File: src/rtl/pipe_skid_latch_pkg.sv
// Shared types and defaults for the pipeline skid latch.
package cpu_types_pkg;

    localparam int unsigned DEF_WIDTH = 256;
    localparam int unsigned DEF_CNTW  = 16;

    typedef enum logic [1:0] {
        EMPTY = 2'd0,
        ONE   = 2'd1,
        FULL  = 2'd2
    } pipe_state_t;

    // Number of entries held for a given state.
    function automatic logic [1:0] occ_of(input pipe_state_t s);
        case (s)
            ONE:     occ_of = 2'd1;
            FULL:    occ_of = 2'd2;
            default: occ_of = 2'd0;
        endcase
    endfunction

endpackage

File: src/rtl/pipe_skid_latch_sat_counter.sv
// Saturating up-counter with synchronous clear; clear beats increment.
module sat_counter
    import cpu_types_pkg::*;
#(
    parameter int unsigned CNTW = DEF_CNTW
) (
    input  logic            CLK,
    input  logic            RST,
    input  logic            inc,
    input  logic            clr,
    output logic [CNTW-1:0] count
);

    // Count up on inc, stick at all-ones, clear on clr.
    always_ff @(posedge CLK or posedge RST) begin
        if (RST) begin
            count <= '0;
        end else if (clr) begin
            count <= '0;
        end else if (inc && (count != '1)) begin
            count <= count + 1'b1;
        end
    end

endmodule

File: src/rtl/pipe_skid_latch.sv
// Two-entry pipeline latch (main + skid) with registered handshake
// outputs and a stall-cycle counter.
module pipe_skid_latch
    import cpu_types_pkg::*;
#(
    parameter int unsigned WIDTH = DEF_WIDTH,
    parameter int unsigned CNTW  = DEF_CNTW
) (
    input  logic             CLK,
    input  logic             RST,
    input  logic             flush,
    input  logic             in_valid,
    input  logic [WIDTH-1:0] in_data,
    output logic             in_ready,
    output logic             out_valid,
    output logic [WIDTH-1:0] out_data,
    input  logic             out_ready,
    output logic [1:0]       occupancy,
    output logic [CNTW-1:0]  stall_cnt,
    input  logic             clr_cnt
);

    pipe_state_t      state;
    pipe_state_t      state_nxt;
    logic [WIDTH-1:0] main_q;
    logic [WIDTH-1:0] main_nxt;
    logic [WIDTH-1:0] skid_q;
    logic [WIDTH-1:0] skid_nxt;
    logic             accept;
    logic             emit;

    // in_ready/out_valid are flops, so out_ready never reaches in_ready.
    assign accept   = in_valid & in_ready;
    assign emit     = out_valid & out_ready;
    assign out_data = main_q;

    // Next-state and payload steering; flush overrides everything.
    always_comb begin
        state_nxt = state;
        main_nxt  = main_q;
        skid_nxt  = skid_q;
        if (flush) begin
            state_nxt = EMPTY;
            main_nxt  = '0;
            skid_nxt  = '0;
        end else begin
            case (state)
                EMPTY: begin
                    if (accept) begin
                        state_nxt = ONE;
                        main_nxt  = in_data;
                    end
                end
                ONE: begin
                    case ({accept, emit})
                        2'b10: begin
                            state_nxt = FULL;
                            skid_nxt  = in_data;
                        end
                        2'b01: begin
                            state_nxt = EMPTY;
                            main_nxt  = '0;
                        end
                        2'b11: begin
                            main_nxt  = in_data;
                        end
                        default: ;
                    endcase
                end
                FULL: begin
                    if (emit) begin
                        state_nxt = ONE;
                        main_nxt  = skid_q;
                        skid_nxt  = '0;
                    end
                end
                default: begin
                    state_nxt = EMPTY;
                    main_nxt  = '0;
                    skid_nxt  = '0;
                end
            endcase
        end
    end

    // State, payload and handshake outputs, all decoded from next state.
    always_ff @(posedge CLK or posedge RST) begin
        if (RST) begin
            state     <= EMPTY;
            main_q    <= '0;
            skid_q    <= '0;
            in_ready  <= 1'b1;
            out_valid <= 1'b0;
            occupancy <= 2'd0;
        end else begin
            state     <= state_nxt;
            main_q    <= main_nxt;
            skid_q    <= skid_nxt;
            in_ready  <= (state_nxt != FULL);
            out_valid <= (state_nxt != EMPTY);
            occupancy <= occ_of(state_nxt);
        end
    end

    sat_counter #(
        .CNTW(CNTW)
    ) u_stall_cnt (
        .CLK  (CLK),
        .RST  (RST),
        .inc  (out_valid & ~out_ready),
        .clr  (clr_cnt),
        .count(stall_cnt)
    );

endmodule

File: config.mk
export PLATFORM = sky130hd
export DESIGN_NAME = pipe_skid_latch
export DESIGN_NICKNAME = d
export VERILOG_FILES = /design/src/rtl/pipe_skid_latch_pkg.sv /design/src/rtl/pipe_skid_latch_sat_counter.sv /design/src/rtl/pipe_skid_latch.sv
export SDC_FILE = /design/constraint.sdc
export NUM_CORES = 1
export LEC_CHECK = 0
export CAP_MARGIN = 20
export CORE_ASPECT_RATIO = 1.1
export CORE_MARGIN = 5
export CORE_UTILIZATION = 55
export DETAILED_ROUTE_END_ITERATION = 7
export PLACE_DENSITY = 0.86
export SETUP_SLACK_MARGIN = 0.1
export SYNTH_ARGS = -nofsm -noshare
export SYNTH_HDL_FRONTEND = slang
export SYNTH_SLANG_ARGS = --single-unit
File: constraint.sdc
create_clock -name CLK -period 27.3 [get_ports CLK]
set_clock_uncertainty 0.05 [all_clocks]
set_input_delay 4.095 -clock CLK [delete_from_list [all_inputs] [get_ports CLK]]
set_output_delay 4.095 -clock CLK [all_outputs]
set_load 0.03 [all_outputs]
==> results of run 1 <==
[synthesized netlist by cell type (2+ instances only)]
| cell type | count |
|---|---|
| a211oi_1 | 2 |
| a21oi_1 | 88 |
| a22oi_1 | 178 |
| a311oi_1 | 3 |
| a31oi_1 | 2 |
| buf_1 | 8 |
| buf_2 | 77 |
| buf_4 | 41 |
| clkbuf_1 | 57 |
| dfrtp_1 | 533 |
| inv_1 | 259 |
| mux2_2 | 6 |
| mux2i_1 | 335 |
| nand2_1 | 263 |
| nand2b_1 | 4 |
| nand3_1 | 8 |
| nand4_1 | 4 |
| nor2_1 | 90 |
| nor2b_1 | 8 |
| nor3_1 | 2 |
| nor4_1 | 2 |
| o21ai_0 | 3 |
| o2bb2ai_1 | 256 |
| o31ai_1 | 5 |
| o41ai_1 | 2 |
| or3_1 | 3 |
| or4_1 | 6 |
[power by group]
part / internal (W) / switching, W / total [W]
clock: 0.000439 / 0.000313 / 0.000752
combinational: 0.000205 / 0.000321 / 0.000527
sequential: 0.000864 / 0.0000578 / 0.000922
[worst reg2reg max path: stages, from the launching register on]
cell      delay, ps
dfrtp_4        1160
nand2b_1        370
nor2_4          540
buf_4           730
buf_4           880
nand2_1         210
mux2i_1         200
[flip-flops by register name, indices dropped and copies added (netlist names)]
signal and cells:
in_ready 1, occupancy 2, out_data 256, out_valid 1
skid_q 256, state 2, u_stall_cnt.count 16
[cells in the final DEF, fill, tap and decap left out, types with 22 or more instances in the layout]
| cell type | Yosys | final |
|---|---|---|
| o2bb2ai_1 | 256 | 256 |
| a21oi_1 | 88 | 88 |
| a22oi_1 | 178 | 178 |
| dfrtp_1 | 533 | 531 |
| clkdlybuf4s50_1 | 0 | 537 |
| inv_1 | 259 | 258 |
| buf_4 | 41 | 22 |
| nor2_1 | 90 | 88 |
| mux2i_1 | 335 | 335 |
| clkbuf_16 | 0 | 55 |
| nand2_1 | 263 | 263 |
[path summary, 6_finish.rpt]
check,start,to,slack [ps]
setup / recovery,RST,out_data[103],19990
hold / removal,out_data[66],out_data[66],440
setup reg to reg,state[0],skid_q[222],23050
hold reg to reg,out_data[66],out_data[66],440
max in group CLK,out_ready,skid_q[228],20370
min in group asynchronous,RST,skid_q[246],3990
[stage by stage]
step	hold slack [ps]	setup slack, ps	utilization (%)	power (W)
after floorplan	444	8230	-	0.00124
after global placement	420	19250	67.7	0.00144
after detailed placement	422	19130	67.7	0.00145
after CTS	441	19790	71.7	0.00221
after global routing	447	19330	71.8	0.00228
final	438	19990	71.8	0.00220
[cell families after synthesis]
kind of cell	count (synthesis)	share of synthesized area, %
simple gates	399	6.64
mux	341	13.9
flops	534	54.5
fa+ha+maj	1	0.0510
compound gates	545	17.1
buf+inv	442	7.79
[cell type report]
type	count	area [um2]	area share, %
Clock inverter	16	194	0.610
Tap cell	581	727	2.29
Multi-Input combinational cell	1286	9310	29.3
Antenna cell	20	50.0	0.157
Sequential cell	534	13400	42.0
Inverter	259	980	3.08
Timing Repair Buffer	561	5580	17.5
Clock buffer	76	1590	4.98
[per-layer routing]
| metal | routed length, um | GRT usage [%] | vias to the layer above |
|---|---|---|---|
| met5 | 61 | 0 | - |
| met4 | 3750 | 15.8 | 8 |
| met3 | 5820 | 6.85 | 220 |
| met2 | 37200 | 47.7 | 900 |
| met1 | 27800 | 36.4 | 10200 |
| li1 | - | - | 8791 |
==> impl_metrics.csv, run 1 <==
group,metric,value,unit
cells_and_area,fillers,2972,
die,dieHeight,231,um
yosys,synth-async-reset-ratio,100,%
yosys,synth_edf_count,0,
route,drt-pass1-iter-count,8,
setup_path,arrival,7870,ps
route,drt_iter0_markers,2024,
setup_path,crit_top_cell,"buf_4",
timing,tns,0,ps
cells_and_area,stdcell_area,0.0318,mm2
place,port_buffers,537,
timing,finalSetupViolations,0,
worst_hold_path,hold_path.class,"flop to flop",
die,fp.dieArea,0.0489,mm2
place,placedCellCount,3221,
global_routing,grt_use_total,29.3,%
place,post-dp-hpwl,46600,um
route,wl_per_cell,22.4,um
yosys,synth_area_leaders,"dfrtp_1 (54%), mux2i_1 (14%), o2bb2ai_1 (9.1%)",
setup_path,cp-start-kind,"input port",
timing,period_minus_slack,7310,ps
yosys,yosysUniqueCellTypes,44,
cts,clock-sinks,534,
yosys,syn_nets,2525,
cells_and_area,area_delta_synth_final,29.7,%
yosys,ys_seq_area_share,54.5,%
timing,rsz0062_at_grt,"false",
yosys,netlist_area,0.0245,mm2
setup_path,crit_required,27860,ps
timing,report.final.slew_viol_count,0,
cts,cts_root_buf,"clkbuf_16",
global_routing,grt_pass1_vias,20800,
setup_path,crit_chain,"clkdlybuf4s50_1, inv_8, buf_4, buf_4, buf_4",
power,power.leakage,13.9,nW
global_routing,grt_first_pass_wirelength,116000,um
timing,hold_viol,0,
place,routabilityCongestion,0.874,
worst_hold_path,whs_path_depth,1,
yosys,synth-main-ff-cell,"dfrtp_1",
cells_and_area,drive_gt1_share,4.72,%
global_routing,grt.overflow.total,0,
power,p_per_area,69.2,mW/mm2
global_routing,grt_max_degree,180,
timing,max_clock_freq,0.137,GHz
setup_path,cp_max_fo,135,
yosys,synth_top_area_share,54.4,%
cts,clk_pin_slew_worst_paths,60,ps
cts,cts.htree.levels,2,
setup_path,cp_top_family,"buffers and inverters",
cells_and_area,finish.net_count,2959,
route,num_vias,20100,
die,die_w,211,um
die,rows,81,
yosys,ys_ff_latch,534,
timing,slew_headroom,9.90,%
outcome,status,"completed",
yosys,synth.avg_cell_area,10.8,um2
cells_and_area,stdcell_count,3333,
die,start_util,55.4,%
cts,numCtsBuffers,54,
die,pin_count,538,
setup_path,endpoint_kind,"async pin",
yosys,syn_inst,2262,
cts,hold_buffers,0,
yosys,synth_top_cell_by_area,"dfrtp_1",
power,peakVddDrop,0.0511,mV
cts,clock_latency,600,ps
cts,post_cts_buffers,0,
timing,tightest_slew,1350,ps
run,maxCapViolations,0,
cts,clock_path_buffers,3,
route,viasPerCell,6.03,
setup_path,slowest_delay,880,ps
timing,fin_crit_sh,26.8,%
cts,cts_resized,0,
die,core-area,0.0443,mm2
global_routing,antenna_found_initial,23,
route,drc,0,
setup_path,r2r_cells,6,
setup_path,path_depth,5,
route,ant_nets,0,
setup_path,critical_path.slowest_cell,"buf_4",
setup_path,path_buf_inv,5,
place,dpl_cell_area,0.0300,mm2
cts,tritoncts,"done",
route,drt-total-wl,74600,um
setup_path,critPathKind,"input port to async pin",
yosys,yosysWarnings,0,
(Power assumes the default switching activity.)
==> inputs of run 2 (changes only) <==
CORE_UTILIZATION = 51   (was 55)
PLACE_DENSITY = 0.8   (was 0.86)
clock period = 7.3 ns   (was 27.3 ns; I/O delays follow)
==> run 2 against run 1 <==
  * Die area rose by 7.5%
  * Worst setup slack got worse by 16000 ps
  * Combinational power rose to 3.8 times the previous value
  * First-iteration DRC count fell by 14%
  * Count of clock-buffer cells in the layout rose by 4
  * Final area rose by 0.31%
  * Wire length fell by 1.6%
  * Utilization fell by 4.9 points
  * Sequential share of layout area fell by 0.13 points
  * Critical path type is now input port to flop
  * Critical endpoint is now out_data[136]
==> impl_metrics.csv, run 2 (synthesized netlist as in run 1, its figures left out) <==
group,metric,value,unit
outcome,status,"completed",
route,wl_per_cell,21.6,um
route,drt-pass1-iter-count,5,
setup_path,cp-start-kind,"input port",
cells_and_area,stdcell_area,0.0319,mm2
global_routing,grt.overflow.total,0,
timing,tns,0,ps
cts,hold_buffers,0,
power,peakVddDrop,0.197,mV
route,ant_nets,0,
power,p_per_area,256,mW/mm2
setup_path,critPathKind,"input port to flop",
cts,numCtsBuffers,54,
global_routing,grt_max_degree,188,
setup_path,endpoint_kind,"flop",
timing,hold_viol,0,
die,core-area,0.0477,mm2
timing,slew_headroom,10.9,%
place,dpl_cell_area,0.0301,mm2
cts,clock_path_buffers,3,
cts,post_cts_buffers,0,
die,rows,84,
cts,cts_root_buf,"clkbuf_16",
timing,hold_ws,438,ps
place,port_buffers,537,
die,die_w,219,um
cells_and_area,finish.net_count,2956,
die,pin_count,538,
cells_and_area,final_common_cell,"clkdlybuf4s50_1",
timing,rsz0062_at_grt,"false",
run,maxCapViolations,0,
timing,period_minus_slack,3550,ps
route,drt-total-wl,73400,um
timing,fin_crit_sh,48.6,%
cells_and_area,area_delta_synth_final,30.1,%
cts,clock_latency,600,ps
cts,clock-sinks,534,
cells_and_area,final_util,66.9,%
timing,tightest_slew,1340,ps
die,dieHeight,240,um
die,start_util,51.4,%
global_routing,antenna_found_initial,16,
place,routabilityCongestion,0.826,
global_routing,grt_pass1_vias,20400,
setup_path,arrival,4010,ps
timing,finalSetupViolations,0,
timing,report.final.slew_viol_count,0,
cts,tritoncts,"done",
route,drt_iter0_markers,1740,
place,post-dp-hpwl,46400,um
power,total_power,0.00818,W
route,drc,0,
timing,max_clock_freq,0.282,GHz
die,fp.dieArea,0.0526,mm2
worst_hold_path,hold_path.class,"flop to flop",
global_routing,grt_first_pass_wirelength,115000,um
setup_path,cp_max_fo,62,
cells_and_area,final_cell_mix,"clkdlybuf4s50_1 (537), dfrtp_1 (531), mux2i_1 (335)",
cells_and_area,drive_gt1_share,4.57,%
cts,cts.htree.levels,2,
power,power.leakage,13.9,nW
route,num_vias,19600,
cts,clk_pin_slew_worst_paths,60,ps
global_routing,grt_use_total,27.1,%
cts,cts_resized,0,
route,viasPerCell,5.77,
setup_path,crit_required,7760,ps
==> run 2: where the power goes <==
| part | internal (W) | switching, W |
|---|---|---|
| clock network | 0.00161 | 0.00116 |
| registers | 0.00323 | 0.000188 |
| logic | 0.000776 | 0.00121 |
==> run 2: critical path, stage by stage <==
cell	delay [ps]
clkdlybuf4s50_1	640
or3_1	510
o31ai_4	80
buf_4	660
buf_4	720
o2bb2ai_1	190
==> run 2: final timing paths <==
kind / to / cells past startpoint / slack, ps / from
worst max-delay path: out_data[136] / 6 / 3750 / flush
worst min-delay path: out_data[104] / 1 / 440 / out_data[104]
worst max register to register: skid_q[186] / 6 / 3890 / state[1]
worst min register to register: out_data[104] / 1 / 440 / out_data[104]
max in group asynchronous: state[1] / 4 / 4840 / RST
min in group asynchronous: out_data[9] / 2 / 740 / RST
==> run 2: final cells by class <==
| type | instances | area [um2] |
|---|---|---|
| flip-flops and latches | 534 | 13400 |
| clock buffers | 80 | 1590 |
| clock inverters | 16 | 166 |
| fillers | 3651 | 15800 |
| diodes | 17 | 42.5 |
| inverters | 259 | 976 |
| repair buffers | 558 | 5630 |
| well taps | 645 | 807 |
| multi-input cells | 1286 | 9310 |
==> run 2: routing by layer <==
metal	wire (um)	GRT usage (%)
met1	28500	34.0
met2	35300	43.8
met3	5890	7.38
met4	3720	13.3
met5	13	0
==> run 2: through the flow <==
| step | setup WS (ps) | std cells |
|---|---|---|
| 3_3_place_gp | 3260 | 3282 |
| 3_5_place_dp | 3220 | 3282 |
| 4_1_cts | 3850 | 3378 |
| 2_1_floorplan | -1100 | 2262 |
| 5_1_grt | 3650 | 3393 |
| 6_report | 3750 | 3395 |
